<file path="config.mk">
export PLATFORM = sky130hd
export DESIGN_NAME = pmci_vdm_tlp_err_mon_flat
export DESIGN_NICKNAME = d
export VERILOG_FILES = /design/src/rtl/pmci_vdm_tlp_err_mon_if.sv /design/src/rtl/pmci_vdm_tlp_err_mon.sv /design/src/flat_wrapper.sv
export SDC_FILE = /design/constraint.sdc
export NUM_CORES = 1
export LEC_CHECK = 0
export CAP_MARGIN = 0
export CORE_MARGIN = 2
export CORE_UTILIZATION = 35
export CTS_CLUSTER_DIAMETER = 60
export DETAILED_ROUTE_END_ITERATION = 10
export PLACE_DENSITY = 0.65
export SYNTH_ARGS = -nofsm -noshare
export SYNTH_HDL_FRONTEND = slang
export SYNTH_SLANG_ARGS = --single-unit
</file>
<file path="constraint.sdc">
create_clock -name clk -period 2.6 [get_ports clk]
set_input_delay 0.52 -clock clk [delete_from_list [all_inputs] [get_ports clk]]
set_output_delay 0.52 -clock clk [all_outputs]
set_load 0.01 [all_outputs]
</file>
<file path="src/rtl/pmci_vdm_tlp_err_mon_if.sv">
// VDM packet strobes and CSR window bundle for pmci_vdm_tlp_err_mon.
// The master drives packets and CSR requests; the monitor (slave) returns read data and irq.
interface pmci_vdm_tlp_err_mon_if #(
   parameter int NUM_CH = 2,
   parameter int ADDR_W = 12
);
   logic [NUM_CH-1:0]   pkt_vld;
   logic [NUM_CH-1:0]   pkt_som;
   logic [NUM_CH-1:0]   pkt_eom;
   logic [2*NUM_CH-1:0] pkt_seq;
   logic                csr_wr;
   logic                csr_rd;
   logic [ADDR_W-1:0]   csr_addr;
   logic [63:0]         csr_wdata;
   logic [63:0]         csr_rdata;
   logic                csr_rvld;
   logic                irq;

   modport master (
      output pkt_vld, pkt_som, pkt_eom, pkt_seq, csr_wr, csr_rd, csr_addr, csr_wdata,
      input  csr_rdata, csr_rvld, irq
   );

   modport slave (
      input  pkt_vld, pkt_som, pkt_eom, pkt_seq, csr_wr, csr_rd, csr_addr, csr_wdata,
      output csr_rdata, csr_rvld, irq
   );
endinterface

</file>
<file path="src/rtl/pmci_vdm_tlp_err_mon.sv">
// Per-channel MCTP VDM framing monitor: SOM/EOM, sequence and length checks with sticky
// error flags, saturating counters, a small CSR window and a level interrupt.
module pmci_vdm_tlp_err_mon #(
   parameter int NUM_CH   = 2,
   parameter int CNT_W    = 16,
   parameter int MAX_PKTS = 64,
   parameter int ADDR_W   = 12
) (
   input  logic                  clk,
   input  logic                  rst_n,
   pmci_vdm_tlp_err_mon_if.slave io_bus
);
   localparam int PCNT_W = $clog2(MAX_PKTS + 1);
   localparam int E_ORPH = 0;
   localparam int E_SOM  = 1;
   localparam int E_SEQ  = 2;
   localparam int E_LEN  = 3;

   typedef enum logic {S_IDLE, S_IN_MSG} state_e;

   state_e              r_state   [NUM_CH];
   logic [1:0]          r_exp_seq [NUM_CH];
   logic [PCNT_W-1:0]   r_pkt_cnt [NUM_CH];
   logic [3:0]          r_sticky  [NUM_CH];
   logic [CNT_W-1:0]    r_err_cnt [NUM_CH];
   logic [CNT_W-1:0]    r_msg_cnt [NUM_CH];
   logic [NUM_CH-1:0]   r_en;
   logic [63:0]         r_rdata;
   logic                r_rvld;
   logic                r_irq;

   state_e              w_state_nxt [NUM_CH];
   logic [1:0]          w_exp_nxt   [NUM_CH];
   logic [PCNT_W-1:0]   w_pcnt_nxt  [NUM_CH];
   logic [3:0]          w_err_set   [NUM_CH];
   logic [3:0]          w_w1c       [NUM_CH];
   logic [NUM_CH-1:0]   w_msg_inc;
   logic [NUM_CH-1:0]   w_irq_vec;
   logic [63:0]         w_rdata;
   logic                w_ctrl_wr;
   logic                w_clr;
   logic                w_unused_wdata;

   assign w_unused_wdata = &{1'b0, io_bus.csr_wdata[63:NUM_CH+8], io_bus.csr_wdata[7:5]};

   // Framing FSM next state; a disabled channel sees no packets and falls back to IDLE.
   always_comb begin
      for (int ch = 0; ch < NUM_CH; ch++) begin
         // NOTE: every output gets a default first so no path leaves it unassigned (no latch).
         w_state_nxt[ch] = r_state[ch];
         w_exp_nxt[ch]   = r_exp_seq[ch];
         w_pcnt_nxt[ch]  = r_pkt_cnt[ch];
         w_err_set[ch]   = '0;
         w_msg_inc[ch]   = 1'b0;
         if (!r_en[ch]) begin
            w_state_nxt[ch] = S_IDLE;
         end else if (io_bus.pkt_vld[ch]) begin
            if (io_bus.pkt_som[ch]) begin
               w_err_set[ch][E_SOM] = (r_state[ch] == S_IN_MSG);
               if (io_bus.pkt_eom[ch]) begin
                  w_state_nxt[ch] = S_IDLE;
                  w_msg_inc[ch]   = 1'b1;
               end else begin
                  w_state_nxt[ch] = S_IN_MSG;
                  w_exp_nxt[ch]   = io_bus.pkt_seq[2*ch +: 2] + 2'd1;
                  w_pcnt_nxt[ch]  = PCNT_W'(1);
               end
            end else if (r_state[ch] == S_IDLE) begin
               w_err_set[ch][E_ORPH] = 1'b1;
            end else if (io_bus.pkt_seq[2*ch +: 2] != r_exp_seq[ch]) begin
               w_err_set[ch][E_SEQ] = 1'b1;
               w_state_nxt[ch]      = S_IDLE;
            end else if (r_pkt_cnt[ch] == PCNT_W'(MAX_PKTS)) begin
               w_err_set[ch][E_LEN] = 1'b1;
               w_state_nxt[ch]      = S_IDLE;
            end else begin
               w_pcnt_nxt[ch] = r_pkt_cnt[ch] + PCNT_W'(1);
               w_exp_nxt[ch]  = r_exp_seq[ch] + 2'd1;
               if (io_bus.pkt_eom[ch]) begin
                  w_state_nxt[ch] = S_IDLE;
                  w_msg_inc[ch]   = 1'b1;
               end
            end
         end
         // Message context only has meaning inside a message.
         if (w_state_nxt[ch] == S_IDLE) begin
            w_exp_nxt[ch]  = '0;
            w_pcnt_nxt[ch] = '0;
         end
      end
   end

   always_comb begin
      for (int ch = 0; ch < NUM_CH; ch++) begin
         w_irq_vec[ch] = |r_sticky[ch];
      end
   end

   // CSR decode; read data always reflects the pre-write state.
   always_comb begin
      w_rdata   = '0;
      w_ctrl_wr = 1'b0;
      w_clr     = 1'b0;
      for (int ch = 0; ch < NUM_CH; ch++) begin
         w_w1c[ch] = '0;
         if (io_bus.csr_addr == ADDR_W'(8 * ch)) begin
            w_rdata[0]            = (r_state[ch] == S_IN_MSG);
            w_rdata[4:1]          = r_sticky[ch];
            w_rdata[7:6]          = r_exp_seq[ch];
            w_rdata[CNT_W+15:16]  = r_err_cnt[ch];
            w_w1c[ch]             = io_bus.csr_wr ? io_bus.csr_wdata[4:1] : 4'd0;
         end
         if (io_bus.csr_addr == ADDR_W'(128 + 8 * ch)) begin
            w_rdata[CNT_W-1:0] = r_msg_cnt[ch];
         end
      end
      if (io_bus.csr_addr == ADDR_W'('h100)) begin
         w_rdata[NUM_CH+7:8] = r_en;
         w_ctrl_wr           = io_bus.csr_wr;
         w_clr               = io_bus.csr_wr & io_bus.csr_wdata[0];
      end
      if (io_bus.csr_addr == ADDR_W'('h108)) begin
         w_rdata[NUM_CH-1:0] = w_irq_vec;
      end
   end

   always_ff @(posedge clk or negedge rst_n) begin
      if (!rst_n) begin
         // NOTE: per-channel arrays are plain flops, not RAM, so each entry is reset explicitly.
         for (int ch = 0; ch < NUM_CH; ch++) begin
            r_state[ch]   <= S_IDLE;
            r_exp_seq[ch] <= '0;
            r_pkt_cnt[ch] <= '0;
            r_sticky[ch]  <= '0;
            r_err_cnt[ch] <= '0;
            r_msg_cnt[ch] <= '0;
         end
         r_en    <= '1;
         r_rdata <= '0;
         r_rvld  <= 1'b0;
         r_irq   <= 1'b0;
      end else begin
         // NOTE: non-blocking everywhere so every register samples pre-edge values.
         for (int ch = 0; ch < NUM_CH; ch++) begin
            r_state[ch]   <= w_state_nxt[ch];
            r_exp_seq[ch] <= w_exp_nxt[ch];
            r_pkt_cnt[ch] <= w_pcnt_nxt[ch];
            if (w_clr) begin
               r_sticky[ch]  <= '0;
               r_err_cnt[ch] <= '0;
               r_msg_cnt[ch] <= '0;
            end else begin
               r_sticky[ch] <= (r_sticky[ch] & ~w_w1c[ch]) | w_err_set[ch];
               if (|w_err_set[ch] && r_err_cnt[ch] != '1) begin
                  r_err_cnt[ch] <= r_err_cnt[ch] + CNT_W'(1);
               end
               if (w_msg_inc[ch] && r_msg_cnt[ch] != '1) begin
                  r_msg_cnt[ch] <= r_msg_cnt[ch] + CNT_W'(1);
               end
            end
         end
         if (w_ctrl_wr) begin
            r_en <= io_bus.csr_wdata[NUM_CH+7:8];
         end
         r_rvld  <= io_bus.csr_rd;
         r_rdata <= io_bus.csr_rd ? w_rdata : 64'd0;
         r_irq   <= |(w_irq_vec & r_en);
      end
   end

   assign io_bus.csr_rdata = r_rdata;
   assign io_bus.csr_rvld  = r_rvld;
   assign io_bus.irq       = r_irq;
endmodule
</file>
<file path="src/flat_wrapper.sv">
// flat-port wrapper written by rule: the top's interface ports become plain ports
module pmci_vdm_tlp_err_mon_flat 
#(
   parameter int NUM_CH   = 2,
   parameter int CNT_W    = 16,
   parameter int MAX_PKTS = 64,
   parameter int ADDR_W   = 12
)
  (clk, rst_n, io_bus_pkt_vld, io_bus_pkt_som, io_bus_pkt_eom, io_bus_pkt_seq, io_bus_csr_wr, io_bus_csr_rd, io_bus_csr_addr, io_bus_csr_wdata, io_bus_csr_rdata, io_bus_csr_rvld, io_bus_irq);
  pmci_vdm_tlp_err_mon_if #(.NUM_CH(NUM_CH), .ADDR_W(ADDR_W)) io_bus_i ();
  input  logic clk;
  input  logic rst_n;
  input wire logic [$bits(io_bus_i.pkt_vld)-1:0] io_bus_pkt_vld;
  input wire logic [$bits(io_bus_i.pkt_som)-1:0] io_bus_pkt_som;
  input wire logic [$bits(io_bus_i.pkt_eom)-1:0] io_bus_pkt_eom;
  input wire logic [$bits(io_bus_i.pkt_seq)-1:0] io_bus_pkt_seq;
  input wire logic [$bits(io_bus_i.csr_wr)-1:0] io_bus_csr_wr;
  input wire logic [$bits(io_bus_i.csr_rd)-1:0] io_bus_csr_rd;
  input wire logic [$bits(io_bus_i.csr_addr)-1:0] io_bus_csr_addr;
  input wire logic [$bits(io_bus_i.csr_wdata)-1:0] io_bus_csr_wdata;
  output wire logic [$bits(io_bus_i.csr_rdata)-1:0] io_bus_csr_rdata;
  output wire logic [$bits(io_bus_i.csr_rvld)-1:0] io_bus_csr_rvld;
  output wire logic [$bits(io_bus_i.irq)-1:0] io_bus_irq;
  assign io_bus_i.pkt_vld = io_bus_pkt_vld;
  assign io_bus_i.pkt_som = io_bus_pkt_som;
  assign io_bus_i.pkt_eom = io_bus_pkt_eom;
  assign io_bus_i.pkt_seq = io_bus_pkt_seq;
  assign io_bus_i.csr_wr = io_bus_csr_wr;
  assign io_bus_i.csr_rd = io_bus_csr_rd;
  assign io_bus_i.csr_addr = io_bus_csr_addr;
  assign io_bus_i.csr_wdata = io_bus_csr_wdata;
  assign io_bus_csr_rdata = io_bus_i.csr_rdata;
  assign io_bus_csr_rvld = io_bus_i.csr_rvld;
  assign io_bus_irq = io_bus_i.irq;
  pmci_vdm_tlp_err_mon #(.NUM_CH(NUM_CH), .CNT_W(CNT_W), .MAX_PKTS(MAX_PKTS), .ADDR_W(ADDR_W)) u_core (.clk(clk), .rst_n(rst_n), .io_bus(io_bus_i));
endmodule
</file>
# Word level (Yosys, flattened, before mapping)
# Index checks and enable logic that the tools add are counted.
# classes
add_sub_neg	10
eq_ne	25
muxes	106
n_bitwise	8
n_reduce_logical	16
# op_table
operator	n
2-to-1 mux 16 bit	12
2-to-1 mux 7 bit	16
adder 16 x 1 -> 16 bit (second input constant)	4
!= test 16 bit (second input constant)	4
2-to-1 mux 2 bit	24
2-to-1 mux 1 bit	42
2-to-1 mux 4 bit	9
2-to-1 mux 32 bit	1
equality test 12 x 8 -> 1 bit (second input constant)	2
equality test 12 x 9 -> 1 bit (second input constant)	2
!= test 3 bit (second input constant)	6
OR reduction 4 bit	4
adder 7 x 1 -> 7 bit (second input constant)	2
equality test 7 bit (second input constant)	2
equality test 12 x 4 -> 1 bit (second input constant)	1
zero test 12 bit	1
AND reduction 6 bit	2
2-to-1 mux 5 bit	2
adder 2 x 1 -> 2 bit (second input constant)	4
bitwise AND 4 bit	2
NOT 4 bit	2
OR 4 bit	2
nonzero test 2 bit	4
!= test 3 x 2 -> 1 bit (second input constant)	2
7 further kinds	13
# word_totals
ff_bits	160
inputBits	90
output_inout_bits	66
word_cells	181

# Logic depth before layout (Yosys ltp)
# Gate-level depths: netlist of the first run.
# logic_depth
word_depth	11
mapped_depth	10
mapped_depth_nobuf	7

# Worst setup path before layout of the first run
# No wires, ideal clock.
# synth_path
path_kind	input -> register
from	input io_bus_csr_addr[1]
to	register u_core.r_msg_cnt[15] (netlist bit)
setup_ns	0.134
arrival_ns	2.072
required_ns	2.466
slack_ns	0.394
stages	7
n_path_buf	2
path_cell_list	or4_4 nor4_4 and3b_1 and3_1 buf_4 buf_6 a21oi_1
# synth_via
elab_chain_len	3
# synth_rtl
item	line	source
from (decl)	flat_wrapper.sv:19	input wire logic [$bits(io_bus_i.csr_addr)-1:0] io_bus_csr_addr;
equality test 12 x 9 -> 1 bit (*)	pmci_vdm_tlp_err_mon.sv:117	if (io_bus.csr_addr == ADDR_W'('h100)) begin
2-to-1 mux 1 bit (*)	pmci_vdm_tlp_err_mon.sv:117	
2-to-1 mux 16 bit or nonzero test 2 bit (tied branches)	--	
to (signal, indexed assignment)	pmci_vdm_tlp_err_mon.sv:158	r_msg_cnt[ch] <= r_msg_cnt[ch] + CNT_W'(1);
to (decl)	pmci_vdm_tlp_err_mon.sv:26	logic [CNT_W-1:0] r_msg_cnt [NUM_CH];
# Every way passes the cells marked *; elsewhere a longest branch is shown, timed or not.
# A chain may end at the register's enable or synchronous reset.

# Final worst setup path of the first run
# layout_path
from	register u_core.r_err_cnt[0] (netlist bit)
to	register u_core.r_err_cnt[13] (netlist bit)
# layout_via
elab_chain_len	3
# layout_rtl
item	line	source
from (decl)	pmci_vdm_tlp_err_mon.sv:25	logic [CNT_W-1:0] r_err_cnt [NUM_CH];
from (signal, indexed assignment)	pmci_vdm_tlp_err_mon.sv:155	r_err_cnt[ch] <= r_err_cnt[ch] + CNT_W'(1);
adder 16 x 1 -> 16 bit or != test 16 bit (tied branches)	pmci_vdm_tlp_err_mon.sv:155, pmci_vdm_tlp_err_mon.sv:154	
2-to-1 mux 16 bit or logical AND 1 bit (tied branches)	pmci_vdm_tlp_err_mon.sv:154	if (|w_err_set[ch] && r_err_cnt[ch] != '1) begin
2-to-1 mux 16 bit or nonzero test 2 bit (tied branches)	--	
# Parallel ways exist; a longest one is shown, timed or not. The select of a mux whose other input is x is not followed.

==> impl_results.md, run 1 <==
- Vias in the first global route: 6029
- Clock power frac: 0.488
- Hold Buf Count CTS: 0
- Fillers: 1938
- CTS Sinks: 128
- Nets: 992
- Count of cell types in the netlist: 76
- Reg-to-reg startpoint: u_core.r_err_cnt[0]
- Crit path arrival time: 2.64 ns
- Final Hold Fails: 0
- Grt total ovfl: 0
- Crit path from: u_core.r_err_cnt[0]
- Post-route ant nets: 0
- CTS tree: built
- Core box area: 20230 um2
- Tightest Pin Transition: 0.6543 ns
- Startpoint types: register
- H-tree depth: 4
- Top-area cell type share of the netlist area: 0.4363
- Leakage power: 3.704 nW
- Largest fanout on the critical path: 8
- CP Class: reg -> reg
- Worst reg2reg path depth: 6
- Post-synthesis sequential area ratio: 0.4436
- Sw frac: 0.2295
- Outcome: finished clean
- Commonest cells post-synth: dfrtp_1 (126), nand2_1 (67), a21oi_1 (61), nor2_1 (56), nand3_1 (42)
- Seq cells post-synth: 128
- Hpwl dp: 13950 um
- Skew final: 0.008952 ns
- Area delta synth->final: 25.80%
- Synthesized area per cell: 9.301 um2
- # DRC: 0
- Share of cells above drive strength 1: 0.1455
- Crit path cell chain: ha_1 -> nand3_1 -> nor4_2 -> or4_1 -> or4_4 -> a21oi_2
- Largest net degree at the start of global routing: 45
- Slowest cell on crit path: or4_1
- Max Root-Sink Buffers: 2
- Initial DRC Count: 676
- Global-route wire length before repair: 30930 um
- Final instance area: 9091 um2
- Number of flops mapped to enable cells by yosys: 0
- Final setup fails: 0
- Root Buffer: clkbuf_16
- Placed Cells incl. Taps: 1145
- Final period utilization: 0.8843
- RSZ-0062 raised after global routing: no
- Clk slew on worst S/H paths: 0.05 ns
- Postcts setup bufs: 0
- Post-synth ARST share: 1.000
- Wirelength per Cell: 15.95 um
- Setup_tns: 0 ns
- # port buffers: 66
- Synth Cell Area: 7227 um2
- Leading area contributor after synthesis: dfrtp_1
- GPL Wtd Cong: 0.8503
- Peak per-stage delay on the critical path: 0.63 ns
- Later-pin clock latency in the skew report: 0.42 ns
- Vias: 6429
- Synth warn: 0
- Placed inst area: 8566 um2
- Comb pwr share: 0.057
- Min cycle time layout: 2.299 ns
- CP required: 2.95 ns
- Fin. max-slew vios: 0
- Pwr/cell area: 483.1 nW/um2
- Mapped Cells: 777
- Post-Layout Cell Count: 1177
- Pint: 3.384 mW
- Tot GR Track Use: 0.1782
- IO Pins: 156
- Ys flop type: dfrtp_1
- Max VDD drop: 0.4110 mV
- PnR Total Power: 4.392 mW
- Path type of the worst min-delay path: in -> async
- Fmax: 435.0 MHz
- Worst slew margin: 0.5622
- Number of buffers created by CTS: 17
- P_sw: 1.008 mW
- Die ar.: 21810 um2
- Most frequent cell after synthesis: dfrtp_1
- Die H: 147.7 um
- # resized after CTS: 0
- FP Rows: 52
- Area contributors post-synth: dfrtp_1 (44%), a21oi_1 (4.2%), or4_1 (3.9%), mux2i_1 (3.6%), nand2_1 (3.5%)
- Die width: 147.7 um
- Initial DRT Pass Iterations: 5
- Sequential power share: 0.455
- Max cap viols: 0
- Reg-to-Reg End: u_core.r_err_cnt[13]
- R2R setup slack: 0.30 ns
- Vias per cell: 5.462
- Total Wirelength: 18770 um
- CP endpoint kind: register
- Initial core utilization: 0.3572
- Diode count: 0
- Initial antenna violation count: 0
==> routing by layer <==
| layer | wire (um) | vias to the layer above | share of wire | track usage |
|---|---|---|---|---|
| li1 | - | 3094 | - | - |
| met1 | 8668 | 3103 | 0.46 | 0.2458 |
| met2 | 8699 | 198 | 0.46 | 0.2781 |
| met3 | 970 | 34 | 0.052 | 0.03704 |
| met4 | 430 | 0 | 0.023 | 0.06394 |
| met5 | 0 | - | 0 | 0 |
==> placed cells by master (no fill, tap or decap), drive strengths merged, types with 4 or more instances in the layout <==
master and count:
dfrtp 126, a31oi 6, xor2 8, a22oi 14
o21ai 24, o211ai 6, and2 9, nand3 43
and4 9, clkbuf 25, clkinv 6, mux2i 26
o31ai 32, a21oi 62, or2 11, xnor2 4
o22ai 6, nor3 9, conb 32, nor2 56
ha 8, clkdlybuf4s50 65, nand2b 6, nand4 25
or3 17, buf 73, and3 9, inv 18
nor4 13, a211oi 8, nand2 67, or4 41
==> worst max-delay path: cells and delay by family (launching register included) <==
family / cells / cell delay, ns
AO/OA/AOI/OAI: 1 / 0.15
adder cells (fa/ha/maj): 1 / 0.23
flip-flops: 1 / 0.42
AND/OR/NAND/NOR: 4 / 1.42
==> cell families (layout without fill, tap and decap cells) <==
kind of cell | count (synthesis) | count (layout) | synth area share
AND/OR/NAND/NOR | 329 | 329 | 0.2561
buffers and inverters | 90 | 189 | 0.06890
adder cells (fa/ha/maj) | 8 | 8 | 0.01385
other | 1 | 32 | 0.0005189
flip-flops | 128 | 128 | 0.4436
multiplexers | 28 | 28 | 0.03913
XOR/XNOR | 12 | 12 | 0.01454
AO/OA/AOI/OAI | 181 | 181 | 0.1634
==> flip-flops by register name, summed over array words and instances (netlist names) <==
name                     flops
u_core.io_bus.csr_rdata     32
u_core.io_bus.csr_rvld       1
u_core.io_bus.irq            1
u_core.r_en                  2
u_core.r_err_cnt            32
u_core.r_exp_seq             4
u_core.r_msg_cnt            32
u_core.r_pkt_cnt            14
u_core.r_state               2
u_core.r_sticky              8
==> area by class of cell <==
class / count / area, um2 / share of cell area
clock buffer: 25 / 485.5 / 0.05340
clock inverter: 7 / 40.04 / 0.004404
inverter: 19 / 71.32 / 0.007845
multi-input combinational: 590 / 3640 / 0.4004
sequential: 128 / 3206 / 0.3526
tap: 270 / 337.8 / 0.03716
timing repair buffer: 138 / 1311 / 0.1442
==> per-stage QoR <==
step	utilization	hold slack (ns)	setup WS [ns]
after global routing	0.4493	0.1599	0.1922
after CTS	0.4493	0.1377	0.3004
after floorplan	-	0.2244	0.3939
final	0.4493	0.1134	0.3009
after global placement	0.4233	0.5210	-0.08519
after detailed placement	0.4233	0.5210	-0.1472
==> power by group through the flow <==
stage / Sequential [mW] / Clock [mW] / Combinational (mW)
finish: 2.00 / 2.14 / 0.250
detailed placement: 2.03 / 0 / 0.251
global placement: 2.04 / 0 / 0.249
floorplan: 2.04 / 0 / 0.126
global route: 2.00 / 2.28 / 0.274
CTS: 2.00 / 2.18 / 0.252
==> worst max-delay path by stage <==
stage	endpoint	cells past startpoint
5_1_grt	u_core.r_msg_cnt[31]	8
2_1_floorplan	u_core.r_msg_cnt[15]	7
6_report	u_core.r_err_cnt[13]	6
3_3_place_gp	u_core.r_sticky[3]	7
4_1_cts	u_core.r_err_cnt[15]	7
3_5_place_dp	u_core.r_err_cnt[15]	7
No activity file was read; power rests on OpenSTA's default activity.
==> run 2, diff against run 1 <==
SLEW_MARGIN = 20   (was unset)
==> results of run 2 <==
Same layout as run 1: the final DEF is identical, and so are final timing and power.
